File: src/rtl/alu_operand_fetch.sv
// Operand-fetch stage: 16-entry register file, instruction decode, and a
// single-slot valid/ready pipeline register feeding the ALU.
// Optional macro ALU_FETCH_WB_BYPASS_EN: same-cycle writeback-to-read bypass.

module alu_operand_fetch_reg #(
  parameter int DATA_W = 16
) (
  input  logic              clk,
  input  logic              reset_n,
  input  logic              we,
  input  logic [DATA_W-1:0] wdata,
  output logic [DATA_W-1:0] q
);
  logic [DATA_W-1:0] val_q, val_d;

  always_comb begin
    val_d = val_q;
    if (we) val_d = wdata;
  end

  always_ff @(posedge clk or negedge reset_n) begin
    if (!reset_n) val_q <= '0;
    else          val_q <= val_d;
  end

  assign q = val_q;
endmodule

module alu_operand_fetch #(
  parameter int DATA_W = 16,
  parameter int NREGS  = 16,
  localparam int AW    = $clog2(NREGS)
) (
  input  logic              clk,
  input  logic              reset_n,
  input  logic              in_valid,
  output logic              in_ready,
  input  logic [15:0]       instr,
  input  logic              wb_en,
  input  logic [AW-1:0]     wb_addr,
  input  logic [DATA_W-1:0] wb_data,
  output logic              out_valid,
  input  logic              out_ready,
  output logic [3:0]        op,
  output logic [DATA_W-1:0] A,
  output logic [DATA_W-1:0] B,
  output logic [DATA_W-1:0] Imm,
  output logic [3:0]        rd
);
  logic [NREGS-1:0][DATA_W-1:0] regs;
  logic [NREGS-1:1]             we_vec;

  logic [AW-1:0]     rs_addr, rt_addr;
  logic [DATA_W-1:0] rd_a, rd_b;

  logic              out_valid_q, out_valid_d;
  logic [3:0]        op_q, op_d, rd_q, rd_d;
  logic [DATA_W-1:0] a_q, a_d, b_q, b_d, imm_q, imm_d;
  logic              accept;

  // Register 0 is a constant zero, so it needs no storage and swallows writes.
  assign regs[0] = '0;

  always_comb begin
    we_vec = '0;
    for (int i = 1; i < NREGS; i++)
      we_vec[i] = wb_en && (wb_addr == AW'(i));
  end

  for (genvar i = 1; i < NREGS; i++) begin : g_reg
    alu_operand_fetch_reg #(.DATA_W(DATA_W)) u_reg (
      .clk     (clk),
      .reset_n (reset_n),
      .we      (we_vec[i]),
      .wdata   (wb_data),
      .q       (regs[i])
    );
  end

  assign rs_addr = instr[7:4];
  assign rt_addr = instr[3:0];

  always_comb begin
    rd_a = regs[rs_addr];
    rd_b = regs[rt_addr];
`ifdef ALU_FETCH_WB_BYPASS_EN
    // Write-through: a dependent instruction right behind the writer sees the new value.
    if (wb_en && wb_addr == rs_addr && rs_addr != '0) rd_a = wb_data;
    if (wb_en && wb_addr == rt_addr && rt_addr != '0) rd_b = wb_data;
`endif
  end

  assign in_ready = !out_valid_q || out_ready;
  assign accept   = in_valid && in_ready;

  always_comb begin
    out_valid_d = out_valid_q;
    op_d        = op_q;
    rd_d        = rd_q;
    a_d         = a_q;
    b_d         = b_q;
    imm_d       = imm_q;
    if (accept) begin
      out_valid_d = 1'b1;
      op_d        = instr[15:12];
      rd_d        = instr[11:8];
      a_d         = rd_a;
      b_d         = rd_b;
      imm_d       = {{(DATA_W-4){instr[3]}}, instr[3:0]};
    end else if (out_ready) begin
      out_valid_d = 1'b0;
    end
  end

  always_ff @(posedge clk or negedge reset_n) begin
    if (!reset_n) begin
      out_valid_q <= 1'b0;
      op_q        <= '0;
      rd_q        <= '0;
      a_q         <= '0;
      b_q         <= '0;
      imm_q       <= '0;
    end else begin
      out_valid_q <= out_valid_d;
      op_q        <= op_d;
      rd_q        <= rd_d;
      a_q         <= a_d;
      b_q         <= b_d;
      imm_q       <= imm_d;
    end
  end

  assign out_valid = out_valid_q;
  assign op        = op_q;
  assign rd        = rd_q;
  assign A         = a_q;
  assign B         = b_q;
  assign Imm       = imm_q;
endmodule

File: config.mk
export PLATFORM = sky130hd
export DESIGN_NAME = alu_operand_fetch
export DESIGN_NICKNAME = d
export VERILOG_FILES = /design/src/rtl/alu_operand_fetch.sv
export SDC_FILE = /design/constraint.sdc
export NUM_CORES = 1
export LEC_CHECK = 0
export CAP_MARGIN = 20
export CELL_PAD_IN_SITES_DETAIL_PLACEMENT = 1
export CELL_PAD_IN_SITES_GLOBAL_PLACEMENT = 2
export CORE_ASPECT_RATIO = 0.5
export CORE_MARGIN = 8
export CORE_UTILIZATION = 30
export CTS_BUF_LIST = sky130_fd_sc_hd__clkbuf_8
export DETAILED_ROUTE_END_ITERATION = 10
export GPL_TIMING_DRIVEN = 0
export PLACE_DENSITY = 0.58
export RECOVER_POWER = 25
export SKIP_LAST_GASP = 1
export SYNTH_ARGS = -nofsm -noshare
export SYNTH_HDL_FRONTEND = slang
export SYNTH_HIERARCHICAL = 1
export SYNTH_SLANG_ARGS = --single-unit
File: constraint.sdc
create_clock -name clk -period 1.61 [get_ports clk]
set_input_delay 0.161 -clock clk [delete_from_list [all_inputs] [get_ports clk]]
set_output_delay 0.161 -clock clk [all_outputs]
set_load 0.03 [all_outputs]
==> impl_metrics.ini <==
[global_routing]
grt_overflow_total = 0
grt_pass1_wl_um = 77110
antenna_found_initial = 1
grt_max_degree = 102
first_global_vias = 10810
grt_usage_pct = 17.22

[power]
p_total_mw = 23.44
irDropWorstVdd_mv = 0.5719
power_leakage_nw = 8.057
power_density_nw_per_um2 = 1241

[sta]
tightest_slew_ns = 1.069
rsz0062_at_grt = yes
setup_ws_ns = 0.005360
min_period_ns = 1.605
finalSetupViolCount = 0
hold_ws_ns = -0.4346
relSlewSlack_pct = 28.72
finalHoldViolCount = 90
finClkSkew_ns = 0.03944
finalCritPeriodShare_pct = 99.67
slew_violations = 0
max_freq_ghz = 0.6232

[yosys]
syn-instance-count = 965
ys_seq_area_share_pct = 45.59
yosysWarnings = 6
synth_seq_cells = 285
syn_area_per_cell_um2 = 16.21
synth_edf_count = 0
ys_async_sr_fraction_pct = 100.0
synthFlopType = dfrtp_1
yosysUniqueCellTypes = 35
synthesis.nets = 1006
netlist_area_um2 = 15640

[cells_and_area]
multi_input_area_um2 = 7795
postLayoutCellArea_um2 = 18890
fill_cells = 5223
final_nets = 1162
layoutNonFillerInstCount = 1856
layout_commonest_cell = dfrtp_1
syn_to_final_growth_pct = 20.79
diodes = 0
seqCellArea_um2 = 7134
layout_common_cells = dfrtp_1, mux2_4, mux2_2
drive_gt1_share_pct = 50.65

[cts]
clkTransAtPathRegs_ns = 0.06
h-tree-depth = 2
clkLatencyLatePin_ns = 0.61
cts.sinks = 285
cts_buffers = 48
clockBufferDepth = 3
cts_tree = done
root_buffer = clkbuf_8

[floorplanning]
start_util_pct = 30.23
core-area_um2 = 51750
die_h_um = 177.5
pin_count = 99
num_rows = 59
die-area_um2 = 60150
fp.dieW_um = 338.9

[critical_path]
path_max_fanout = 10
cpPeakStageDelay_ns = 0.57
cp_num_buf_inv = 3
endpoint_kind = flop
crit_slowest_cell = clkdlybuf4s50_1
cp_top_family = buffers and inverters
cp.required_ns = 2.08
crit_arrival_ns = 2.08
cp_cell_sequence = clkdlybuf4s50_1 > buf_4 > buf_4 > mux4_2 > mux2i_1 > o21ai_1
crit_top_cell = buf_4
crit_path_start = instr[5]
r2r-start = g_reg[7].u_reg/q[7]$_DFFE_PN0P_
critPathKind = primary input to flop
cp-start-kind = primary input

[detailed_routing]
post_drt_via_cell_ratio = 5.202
dr.pass1.iters = 4
antenna_left = 0
vias = 9654
routedWlPerCell_um = 28.26
drt_iter0_markers = 556
drc = 0
finalWirelength_um = 52450

[min_path]
min_path_type = primary input to async pin

[job]
drv_cap = 0

[place]
placed_cell_area_um2 = 17550
pre_cts_ws_ns = -1.192
dp_hpwl_um = 35540
gp_congestion = 0.7683
port_buffers = 96
dp_cells = 1765

[status]
violations = hold timing
run_status = finished, violations left
area by class of cell:
| cell class | count | area share, % |
|---|---|---|
| tap | 701 | 4.642 |
| clock inverter | 25 | 0.5563 |
| clock buffer | 59 | 4.298 |
| buffer | 94 | 5.933 |
| timing repair buffer | 106 | 5.503 |
| multi-input combinational | 584 | 41.26 |
| inverter | 2 | 0.05298 |
| sequential | 285 | 37.76 |
kinds of logic after synthesis:
| group | Yosys count | synth area share [%] |
|---|---|---|
| compound gates | 100 | 5.127 |
| buf+inv | 96 | 6.327 |
| flops | 285 | 45.59 |
| mux | 413 | 40.40 |
| simple gates | 71 | 2.552 |
flip-flops by register name (all words and copies together), names as in the netlist:
register and count:
rd 4, g.u_reg/q 240, out_valid 1, Imm 4, op 4, A 16
B 16
layer usage:
metal / up-vias / part of all wire (%) / global-route usage [%]
met5: - / 0 / 0
met4: 0 / 2.0 / 4.070
met3: 79 / 3.4 / 2.591
met2: 212 / 45 / 27.04
met1: 5298 / 49 / 24.97
li1: 4065 / - / -
repair_timing:
item                       in CTS  in global routing
setup buffers                   4                  4
setup endpoints to repair      98                 52
pin swaps                       1                 11
gates resized for setup       218                 60
hold endpoints to repair       90                 90
through the flow:
step           setup TNS, ns  util [%]
3_3_place_gp        -3551.04     33.78
4_1_cts              -0.7978     36.13
3_5_place_dp         -109.45     33.91
6_report                   0     36.51
2_1_floorplan              0         -
5_1_grt              -0.2774     36.51
synth_stat cells, types with 4 or more instances:
cell	instances	area, um2
buf_6	27	304.0
buf_4	16	120.1
mux2i_1	36	360.4
a221o_1	25	250.2
clkbuf_1	8	30.03
a32oi_1	32	280.3
dfrtp_1	285	7132
nor2b_1	6	37.54
nor3_1	5	25.02
buf_2	18	90.09
a221o_2	7	78.83
o21ai_1	31	155.2
nor2_1	12	45.04
mux2_2	134	1509
mux4_2	61	1374
mux4_1	30	788.3
nand3_1	5	25.02
nand2_1	4	15.01
buf_12	17	340.3
mux2_4	150	2252
nand2b_1	34	212.7
clkbuf_8	5	68.82
worst paths after layout:
check	to	slack [ns]	depth (start not counted)
setup reg to reg	A[7]$_DFFE_PN0P_	0.04	4
hold / removal	g_reg[9].u_reg/q[1]$_DFFE_PN0P_	-0.43	1
setup / recovery	A[8]$_DFFE_PN0P_	0.005	6
hold reg to reg	op[3]$_DFFE_PN0P_	0.50	1
min in group clk	B[0]$_DFFE_PN0P_	0.12	4
max in group asynchronous	A[9]$_DFFE_PN0P_	0.25	3
where the power goes:
group | leakage [nW] | internal (mW) | total (mW) | switching, mW
combinational | 4.01 | 3.91 | 6.89 | 2.99
clock | 0.543 | 3.28 | 6.44 | 3.16
sequential | 3.50 | 8.82 | 10.1 | 1.29
Note: power is estimated with default switching activity, not from simulation.
